<file path="config.mk">
export PLATFORM = sky130hd
export DESIGN_NAME = pulse_meter
export DESIGN_NICKNAME = d
export VERILOG_FILES = /design/src/rtl/pulse_meter_pkg.sv /design/src/rtl/pulse_meter_ctrl.sv /design/src/rtl/pulse_meter_datapath.sv /design/src/rtl/pulse_meter_sat_counter.sv /design/src/rtl/pulse_meter.sv
export SDC_FILE = /design/constraint.sdc
export NUM_CORES = 1
export LEC_CHECK = 0
export CAP_MARGIN = 20
export CELL_PAD_IN_SITES_DETAIL_PLACEMENT = 0
export CELL_PAD_IN_SITES_GLOBAL_PLACEMENT = 1
export CORE_UTILIZATION = 41
export DETAILED_ROUTE_END_ITERATION = 8
export PLACE_DENSITY = 0.87
export SYNTH_ARGS = -nofsm -noshare
export SYNTH_HDL_FRONTEND = slang
export SYNTH_SLANG_ARGS = --single-unit
</file>
<file path="constraint.sdc">
create_clock -name clock -period 1.6 [get_ports clock]
set_input_delay 0.16 -clock clock [delete_from_list [all_inputs] [get_ports clock]]
set_output_delay 0.16 -clock clock [all_outputs]
set_load 0.02 [all_outputs]
</file>
<file path="src/rtl/pulse_meter_pkg.sv">
// Shared definitions for the pulse meter: state encoding, counter width and
// the command bundle the control unit sends to the data path.
package pulse_meter_pkg;

  localparam int         W   = 8;
  localparam logic [W-1:0] MAX = 8'd255;

  localparam logic [2:0] ST_IDLE    = 3'd0;
  localparam logic [2:0] ST_ACK     = 3'd1;
  localparam logic [2:0] ST_ARM     = 3'd2;
  localparam logic [2:0] ST_WAIT_HI = 3'd3;
  localparam logic [2:0] ST_CNT     = 3'd4;

  typedef enum logic [2:0] {
    IDLE    = ST_IDLE,
    ACK     = ST_ACK,
    ARM     = ST_ARM,
    WAIT_HI = ST_WAIT_HI,
    CNT     = ST_CNT
  } state_e;

  typedef struct packed {
    logic clr_eoc;
    logic load;
    logic inc;
    logic publish;
  } cmd_t;

endpackage

</file>
<file path="src/rtl/pulse_meter_ctrl.sv">
// Control unit: soc/eoc handshake and pulse-tracking FSM. Commands are decoded
// from the current state and sampled conditions so they act on the same edge
// as the transition.
module pulse_meter_ctrl
  import pulse_meter_pkg::*;
(
  input  logic clock,
  input  logic reset,
  input  logic soc,
  input  logic pulse_in,
  input  logic cnt_max,
  output cmd_t cmd
);

  state_e state_q;

  always_comb begin
    cmd = '0;
    case (state_q)
      IDLE:    cmd.clr_eoc = soc;
      WAIT_HI: cmd.load    = pulse_in;
      CNT: begin
        cmd.inc     = pulse_in && !cnt_max;
        cmd.publish = !pulse_in;
      end
      default: ;
    endcase
  end

  // soc is deliberately not looked at once the handshake has completed.
  always_ff @(posedge clock or posedge reset) begin
    if (reset) begin
      state_q <= IDLE;
    end else begin
      case (state_q)
        IDLE:    if (soc)       state_q <= ACK;
        ACK:     if (!soc)      state_q <= ARM;
        ARM:     if (!pulse_in) state_q <= WAIT_HI;
        WAIT_HI: if (pulse_in)  state_q <= CNT;
        CNT:     if (!pulse_in) state_q <= IDLE;
        default:                state_q <= IDLE;
      endcase
    end
  end

endmodule

</file>
<file path="src/rtl/pulse_meter_datapath.sv">
// Data path: pulse counter, published result and the eoc flag.
module pulse_meter_datapath
  import pulse_meter_pkg::*;
(
  input  logic         clock,
  input  logic         reset,
  input  cmd_t         cmd,
  output logic         cnt_max,
  output logic         eoc,
  output logic [W-1:0] numero
);

  logic [W-1:0] count;
  logic         eoc_q, eoc_d;
  logic [W-1:0] numero_q, numero_d;

  sat_counter #(.W(W), .MAX(MAX)) u_cnt (
    .clock  (clock),
    .reset  (reset),
    .load   (cmd.load),
    .inc    (cmd.inc),
    .q      (count),
    .at_max (cnt_max)
  );

  always_comb begin
    eoc_d    = eoc_q;
    numero_d = numero_q;
    if (cmd.clr_eoc) eoc_d = 1'b0;
    if (cmd.publish) begin
      eoc_d    = 1'b1;
      numero_d = count;
    end
  end

  always_ff @(posedge clock or posedge reset) begin
    if (reset) begin
      eoc_q    <= 1'b1;
      numero_q <= '0;
    end else begin
      eoc_q    <= eoc_d;
      numero_q <= numero_d;
    end
  end

  assign eoc    = eoc_q;
  assign numero = numero_q;

endmodule

</file>
<file path="src/rtl/pulse_meter_sat_counter.sv">
// W-bit counter with load-to-one, increment and hold; sticks at MAX.
module sat_counter #(
  parameter int           W   = 8,
  parameter logic [W-1:0] MAX = '1
) (
  input  logic         clock,
  input  logic         reset,
  input  logic         load,
  input  logic         inc,
  output logic [W-1:0] q,
  output logic         at_max
);

  logic [W-1:0] cnt_q, cnt_d;

  assign at_max = (cnt_q == MAX);
  assign q      = cnt_q;

  always_comb begin
    cnt_d = cnt_q;
    if (load)
      cnt_d = W'(1);
    else if (inc && !at_max)
      cnt_d = cnt_q + W'(1);
  end

  always_ff @(posedge clock or posedge reset) begin
    if (reset) cnt_q <= '0;
    else       cnt_q <= cnt_d;
  end

endmodule

</file>
<file path="src/rtl/pulse_meter.sv">
// Measures the next complete high pulse on `in` after a soc/eoc handshake and
// publishes its length (saturating at 255) on numero.
module pulse_meter
  import pulse_meter_pkg::*;
(
  input  logic         clock,
  input  logic         reset,
  input  logic         in,
  input  logic         soc,
  output logic         eoc,
  output logic [W-1:0] numero
);

  cmd_t cmd;
  logic cnt_max;

  pulse_meter_ctrl u_ctrl (
    .clock    (clock),
    .reset    (reset),
    .soc      (soc),
    .pulse_in (in),
    .cnt_max  (cnt_max),
    .cmd      (cmd)
  );

  pulse_meter_datapath u_dp (
    .clock   (clock),
    .reset   (reset),
    .cmd     (cmd),
    .cnt_max (cnt_max),
    .eoc     (eoc),
    .numero  (numero)
  );

endmodule

</file>
==> results of run 1 <==
-- power breakdown --
| group | internal, W | total, W | switching [W] |
|---|---|---|---|
| Combinational | 0.000204 | 0.000379 | 0.000175 |
| Clock | 0.000253 | 0.000410 | 0.000157 |
| Sequential | 0.000584 | 0.000655 | 0.0000714 |
| Total | 0.00104 | 0.00144 | 0.000403 |
-- critical path, cell delays in order, from the launching register on --
cell                      delay (ns)
sky130_fd_sc_hd__dfrtp_1        0.46
sky130_fd_sc_hd__nor3_1         0.24
sky130_fd_sc_hd__and2_1         0.20
sky130_fd_sc_hd__buf_12         0.13
sky130_fd_sc_hd__mux2_2         0.33
-- timing repair --
| action | 4_1_cts | 5_1_grt |
|---|---|---|
| hold endpoints to repair | 0 | 0 |
| gates resized for setup | 1 | 1 |
| endpoints found under the setup margin | 1 | 1 |
| buffers inserted | 0 | 0 |
| pin swaps | 0 | 1 |
-- sequential cells by signal, indices dropped and copies added (netlist names) --
signal and count:
u_dp.u_cnt.q 8, u_dp.numero 8, u_dp.eoc 1, u_ctrl.state_q 3
-- metal layers --
layer	up-vias	track usage, %
met5	-	0
li1	343	-
met3	2	4.01
met2	19	27.0
met1	331	23.7
met4	0	5.71
-- per-stage QoR --
stage	hold WS (ns)	setup slack [ns]	cells	setup TNS (ns)
floorplan	0.123	0.155	82	0
global placement	0.450	-0.00488	129	-0.00488
detailed placement	0.450	-0.0542	129	-0.171
CTS	0.128	0.0967	133	0
global route	0.144	0.00264	133	0
finish	0.123	0.120	133	0
-- cell usage in the layout (no fill, tap or decap) --
cell,n
sky130_fd_sc_hd__o211ai_4,1
sky130_fd_sc_hd__buf_12,1
sky130_fd_sc_hd__nand2_1,6
sky130_fd_sc_hd__or3_1,1
sky130_fd_sc_hd__and3_1,1
sky130_fd_sc_hd__xnor2_1,1
sky130_fd_sc_hd__nand4b_1,1
sky130_fd_sc_hd__nor3_1,3
sky130_fd_sc_hd__xor2_1,3
sky130_fd_sc_hd__bufinv_16,1
sky130_fd_sc_hd__nor2_1,11
sky130_fd_sc_hd__clkdlybuf4s50_1,11
sky130_fd_sc_hd__nand2b_1,1
sky130_fd_sc_hd__dlygate4sd2_1,1
sky130_fd_sc_hd__nor3b_1,1
sky130_fd_sc_hd__dfstp_2,1
sky130_fd_sc_hd__o21ai_0,2
sky130_fd_sc_hd__and4bb_2,1
sky130_fd_sc_hd__and2_1,1
sky130_fd_sc_hd__o211ai_1,2
sky130_fd_sc_hd__ha_2,1
sky130_fd_sc_hd__o31ai_1,1
sky130_fd_sc_hd__a22oi_1,1
sky130_fd_sc_hd__clkbuf_4,3
sky130_fd_sc_hd__nand4_1,2
sky130_fd_sc_hd__nand3_1,2
sky130_fd_sc_hd__a21oi_1,2
sky130_fd_sc_hd__inv_1,2
sky130_fd_sc_hd__and4_1,1
sky130_fd_sc_hd__buf_4,9
sky130_fd_sc_hd__dfrtp_1,19
sky130_fd_sc_hd__mux2i_1,3
sky130_fd_sc_hd__nand4bb_1,1
sky130_fd_sc_hd__mux2_2,8
-- kinds of logic (layout without fill, tap and decap cells) --
| kind of cell | after synthesis | count (layout) | synth area share, % |
|---|---|---|---|
| DFF | 20 | 20 | 53.4 |
| and+or+nand+nor | 33 | 33 | 18.6 |
| buffers and inverters | 4 | 28 | 2.53 |
| xor gates and xnor gates | 4 | 4 | 3.73 |
| AOI/OAI and AO/OA | 9 | 9 | 7.59 |
| adders and majority gates | 1 | 1 | 1.33 |
| muxes | 11 | 11 | 12.8 |
-- final timing paths --
kind	from	to	slack [ns]	depth (start not counted)
max	u_ctrl.state_q[0]	u_dp.numero[4]	0.12	4
min	reset	u_ctrl.state_q[2]	0.12	2
max reg2reg	u_ctrl.state_q[0]	u_dp.numero[4]	0.12	4
min reg2reg	u_dp.numero[0]	u_dp.numero[0]	0.52	1
max in group asynchronous	reset	u_dp.u_cnt.q[5]	0.99	3
min in group clock	u_dp.numero[0]	u_dp.numero[0]	0.52	1
-- layout make-up --
class                   instances  share of cell area, %
repair buffers                 22                   16.9
flip-flops and latches         20                   41.2
clock inverters                 1                   2.46
clock buffers                   3                   1.85
multi-input cells              58                   34.2
inverters                       2                  0.616
well taps                      27                   2.77
==> run summary, run 1 <==
The total of flip-flops plus latches after synthesis was 20; the number of maximum-capacitance violations was 0. Compared with the post-synthesis result, the final layout area differs by 29.7%. The critical path class was reg -> reg. The via-per-instance ratio is 5.23. The routed layout has 695 vias. The arrival time of data at the critical path endpoint is 1.67 ns, and the average wire per standard cell is 13.3 um.

Clock-pin slew was measured on the worst setup and hold paths at 0.11 ns. The die is 49.9 um wide. The logs give 0.549 nW for the reported leakage power and 16 for the row count. Of the available clock period, the critical path in the final layout requires 92.5%. In this run the tightest slew margin relative to its limit is 76.1%. The routed wire length was 1770 um.

The cell count after synthesis came out at 82. By count the netlist is led by sky130_fd_sc_hd__dfrtp_1, sky130_fd_sc_hd__nor2_1, sky130_fd_sc_hd__mux2_2. TritonCTS built the clock tree. The post-route netlist has 24.5% of its cells at a drive strength greater than 1. Number of enable flip-flop cells after synthesis: 0. The path class of the tightest hold or removal check is in -> async. The tools report the total of hold buffers inserted after clock tree synthesis as 0. The average instance in the mapped netlist occupies 11.5 um^2.

The post-placement cell area came out at 0.00116 mm^2. The cell sitting at the root of the clock tree is a sky130_fd_sc_hd__clkbuf_4. The starting density of the core was 45.6%. The antenna diode count is 0.

Last weighted congestion value of the routability-driven placer: 0.794. The highest metal layer with signal wires was met4. Number of filler cells placed in the layout: 178. The run finished with clean final reports. For this design, the sink count on the clock tree is 20.

The run gives 3210 um as the global-route wire length before repair. For the total standard cell area after synthesis, the log shows 940 um^2. The logs give 70 um for the total met3 wirelength after detailed routing and 3 for the number of buffers created by CTS. The max-slew violation count is 0, and the number of optimization iterations in the first detailed-route pass is 4. In the post-synthesis netlist, the biggest area contributors are sky130_fd_sc_hd__dfrtp_1, sky130_fd_sc_hd__mux2_2, sky130_fd_sc_hd__nor2_1, sky130_fd_sc_hd__mux2i_1, sky130_fd_sc_hd__dfstp_2. After synthesis, the share of flip-flops with an asynchronous set or reset is 100%. The run gives 30 as the distinct cell type count after synthesis.

At the worst endpoint, the required time is 1.79 ns. The storage element area is 502 um^2, and the total number of H-tree levels is 1. The clock network latency to the later pin of the worst-skew pair came out at 0.30 ns. Entering global routing, the biggest net connects 13 pins. The estimated wirelength of the detail-placed design is 1290 um. The dominant register cell in the synthesized netlist was sky130_fd_sc_hd__dfrtp_1. The design draws 0.00144 W. In the post-synthesis netlist, the cell with the most instances is sky130_fd_sc_hd__dfrtp_1.

Global routing consumed, over all layers together, 17.3% of the routing resources. The number of nets in the final layout was 112; the number of endpoints failing setup at the final stage was 0. On the final layout, the worst clock skew is 0.0131 ns.

The clock period minus worst slack is 1.48 ns. The dominant cell type by area after synthesis is sky130_fd_sc_hd__dfrtp_1. The longest clock path from root to sink contains 2 buffers.

At the pin with the least slew margin, the transition time is 0.358 ns. The area taken by multi-input logic gates is 417 um^2. After detailed routing, the met2 layer carries 811 um of wire. For this run, the number of Yosys warnings is 0. In the routed design, unresolved DRC markers number 0. Setup repair after global routing left no endpoint under its margin. The sequential-to-total area share from yosys stat was 53.4%; the post-synthesis net count was 87. The kind of end point of the critical path is a flop. The die is 49.9 um tall. During I/O placement, the number of pins put on the boundary was 13. Global routing finished with a remaining overflow of 0. The detailed router finished its first iteration with 14 violations. The worst-case IR drop observed on VDD is 0.626 mV. Dividing total power by cell area gives a power density of 1190 mW/mm^2. For the hold violation total from the final report, the log shows 0. The tools report the count of nets left with antenna violations after detail routing as 0. The utilization of the core after routing was 59.1%.

The run gives 0 as the initial antenna violation count. The run gives 715 as the number of global-route vias before repair. The area of the die was 0.00249 mm^2. After synthesis, the largest area contributor takes up 50.6% of total cell area. In the final routing, the length of wire on met1 measures 882 um. The count of buffers added on input and output ports is 12. STA classifies the critical path startpoint as a flop. For this run, the top clock speed supported by timing is 676 MHz.

The tools report the area of the core as 0.00206 mm^2. The maximum fanout along the worst path is 8, and the cell area after layout is 0.00122 mm^2.
No activity file was read; power rests on OpenSTA's default activity.
==> run 2: changes to the inputs <==
--- a/config.mk
+++ b/config.mk
@@ -8,9 +8,9 @@
 export CAP_MARGIN = 20
 export CELL_PAD_IN_SITES_DETAIL_PLACEMENT = 0
 export CELL_PAD_IN_SITES_GLOBAL_PLACEMENT = 1
-export CORE_UTILIZATION = 41
+export CORE_UTILIZATION = 40
 export DETAILED_ROUTE_END_ITERATION = 8
-export PLACE_DENSITY = 0.87
+export PLACE_DENSITY = 0.85
 export SYNTH_ARGS = -nofsm -noshare
 export SYNTH_HDL_FRONTEND = slang
 export SYNTH_SLANG_ARGS = --single-unit
==> run 2 against run 1 <==
Against the previous run:
- setup slack lost 0.0082 ns
- critical endpoint unchanged
- non-clock buffer count grew 3
- register-to-register slack is essentially flat
==> run summary, run 2 (same netlist as run 1, synthesis figures left out) <==
The clock period minus worst slack is 1.49 ns. The critical path class is reg -> reg. In the layout the commonest cells are sky130_fd_sc_hd__dfrtp_1, sky130_fd_sc_hd__buf_4, sky130_fd_sc_hd__nor2_1, sky130_fd_sc_hd__clkdlybuf4s50_1, sky130_fd_sc_hd__mux2_2.

For this design the ratio of total power to cell area is 1180 mW/mm^2. TritonCTS built the clock tree. The number of buffers between clock root and the deepest sink is 2. The total number of H-tree levels was 1; the number of sinks on the clock net was 20. The max-slew violation count was 0. The tools report the number of nets in the final layout as 115.

The maximum fanout along the worst path is 7. The estimated wirelength of the detail-placed design came out at 1340 um. Entering global routing, the biggest net connects 15 pins. Once layout is complete, the cells apart from fillers number 137. The height of the die came out at 50.5 um. The flow ran to the end, and the final reports show no timing, DRC or antenna violations. For this design the static power due to leakage is 0.562 nW. Global routing finished with a remaining overflow of 0.

The floorplan step set the die width to 50.5 um. CTS placed an instance of sky130_fd_sc_hd__clkbuf_4 at the clock tree root. In the routed layout, each cell is associated on average with a via count of 5.32. Setup violations remaining at the end of the flow were counted as 0. The clock transition time at the flip-flop clock pins of the worst setup and hold paths was 0.10 ns. The tools report the number of instances in the placed design as 132. The number of global-route vias before repair is 717. At the later pin of the worst-skew pair, clock insertion delay measures 0.30 ns.

TritonCTS created 3 clock buffers. Hold timing on the final database bottoms out at a slack of 0.0865 ns. The worst endpoint required time was 1.79 ns.

Data on the critical path arrives at its endpoint at 1.68 ns. For this design the top-level I/O count stands at 13. The detailed router's first-iteration violation count was 10; the number of filler cells placed in the layout was 207. The worst setup path is launched from a flop. The number of maximum-capacitance violations was 0.

The post-route netlist has 26.6% of its cells at a drive strength greater than 1. The tools report the start of the worst register-to-register path as u_ctrl.state_q[0]. Setup repair after global routing left no endpoint under its margin. The depth of the worst register-to-register path was 4; the total via count after detailed routing was 729. The count of nets left with antenna violations after detail routing was 0. The highest achievable clock rate is 672 MHz. The starting density of the core was 42.5%. The logs give 15.9% for the overall routing resource usage and 0.579 mV for the maximum VDD drop.

In this run the tool buffered the top-level ports with 12 buffer cells. The row count was 17. The hold violation total from the final report came out at 0. For this block, the routed nets add up to 1800 um of wire. The run gives 4 as the number of optimization iterations in the first detailed-route pass. At the pin with the least slew margin, the transition time is 0.273 ns. The number of antenna diodes in the final layout is 0.

The first global-routing pass estimated 2960 um of wire. In this run the worst setup path begins at u_ctrl.state_q[0]. Routability-driven placement finished with a final weighted congestion of 0.758.

The tools report the post-detailed-route DRC marker count as 0. The worst setup path is captured at a flop. In this run the tightest slew margin relative to its limit is 81.7%. The initial antenna violation count came out at 0.

Across the routed clock network, the largest skew measured is 0.0157 ns. Classification of the worst-slack hold path: in -> async. For the area of the core, the log shows 0.00221 mm^2. The growth of design area from synthesis to finish is 30.9%. Summed over all failing endpoints, the final setup total negative slack is 0 ns. The final critical-path share of the clock period was 93.0%. The commonest non-fill, non-tap cell in the layout is sky130_fd_sc_hd__dfrtp_1. Average wire per standard cell: 13.1 um. The area of the die was 0.00255 mm^2.
==> run 2: cell count changes in the layout (fill, tap and decap cells not counted) <==
cell                      previous run  this run
sky130_fd_sc_hd__o21ai_1             0         1
sky130_fd_sc_hd__buf_12              1         0
sky130_fd_sc_hd__o21ai_0             2         1
sky130_fd_sc_hd__buf_4               9        13
==> run 2: power breakdown <==
group / total (W) / switching, W / internal [W]
Combinational: 0.000385 / 0.000177 / 0.000208
Sequential: 0.000653 / 0.0000688 / 0.000584
Clock: 0.000408 / 0.000155 / 0.000253
Total: 0.00145 / 0.000401 / 0.00105
==> run 2: layout make-up <==
| class | instances | area (um^2) | area share (%) |
|---|---|---|---|
| Inverter | 2 | 7.51 | 0.610 |
| Clock buffer | 3 | 22.5 | 1.83 |
| Timing Repair Buffer | 25 | 216 | 17.6 |
| Tap cell | 28 | 35.0 | 2.85 |
| Clock inverter | 1 | 30.0 | 2.44 |
| Sequential cell | 20 | 502 | 40.8 |
| Multi-Input combinational cell | 58 | 417 | 33.9 |
==> run 2: worst max-delay path: stages (launching register included) <==
cell                      delay (ns)
sky130_fd_sc_hd__dfrtp_1        0.46
sky130_fd_sc_hd__nor3_1         0.25
sky130_fd_sc_hd__and2_1         0.20
sky130_fd_sc_hd__buf_4          0.15
sky130_fd_sc_hd__mux2_2         0.33
==> run 2: routing by layer <==
metal  up-vias  track usage, %  routed length, um
met5         -               0                  0
met4         0            9.72                 43
met3         7            2.73                 77
met2        27            25.3                875
met1       350            19.9                799
li1        345               -                  -
==> run 2: repair_timing <==
| action | 4_1_cts | 5_1_grt |
|---|---|---|
| setup endpoints to repair | 1 | 4 |
| setup buffers | 0 | 1 |
| hold buffers | 0 | 0 |
| resized for setup | 1 | 2 |
| pin swaps | 0 | 1 |
| endpoints found under the hold margin | 0 | 0 |
==> run 2: per-stage QoR <==
| step | instance area [um^2] | utilization, % | setup slack [ns] | total power [W] |
|---|---|---|---|---|
| detailed placement | 1170 | 52.8 | -0.00241 | 0.00103 |
| global route | 1230 | 55.6 | 0.00645 | 0.00152 |
| CTS | 1220 | 55.1 | 0.102 | 0.00144 |
| floorplan | 940 | - | 0.155 | 0.000892 |
| finish | 1230 | 55.6 | 0.112 | 0.00145 |
| global placement | 1170 | 52.8 | -0.00581 | 0.00102 |
==> run 2: worst paths after layout <==
kind / to / slack, ns
setup reg to reg: u_dp.numero[4] / 0.11
hold reg to reg: u_dp.numero[6] / 0.52
min in group clock: u_dp.numero[6] / 0.52
max in group asynchronous: u_dp.numero[4] / 1.05
hold / removal: u_dp.u_cnt.q[6] / 0.09
setup / recovery: u_dp.numero[4] / 0.11
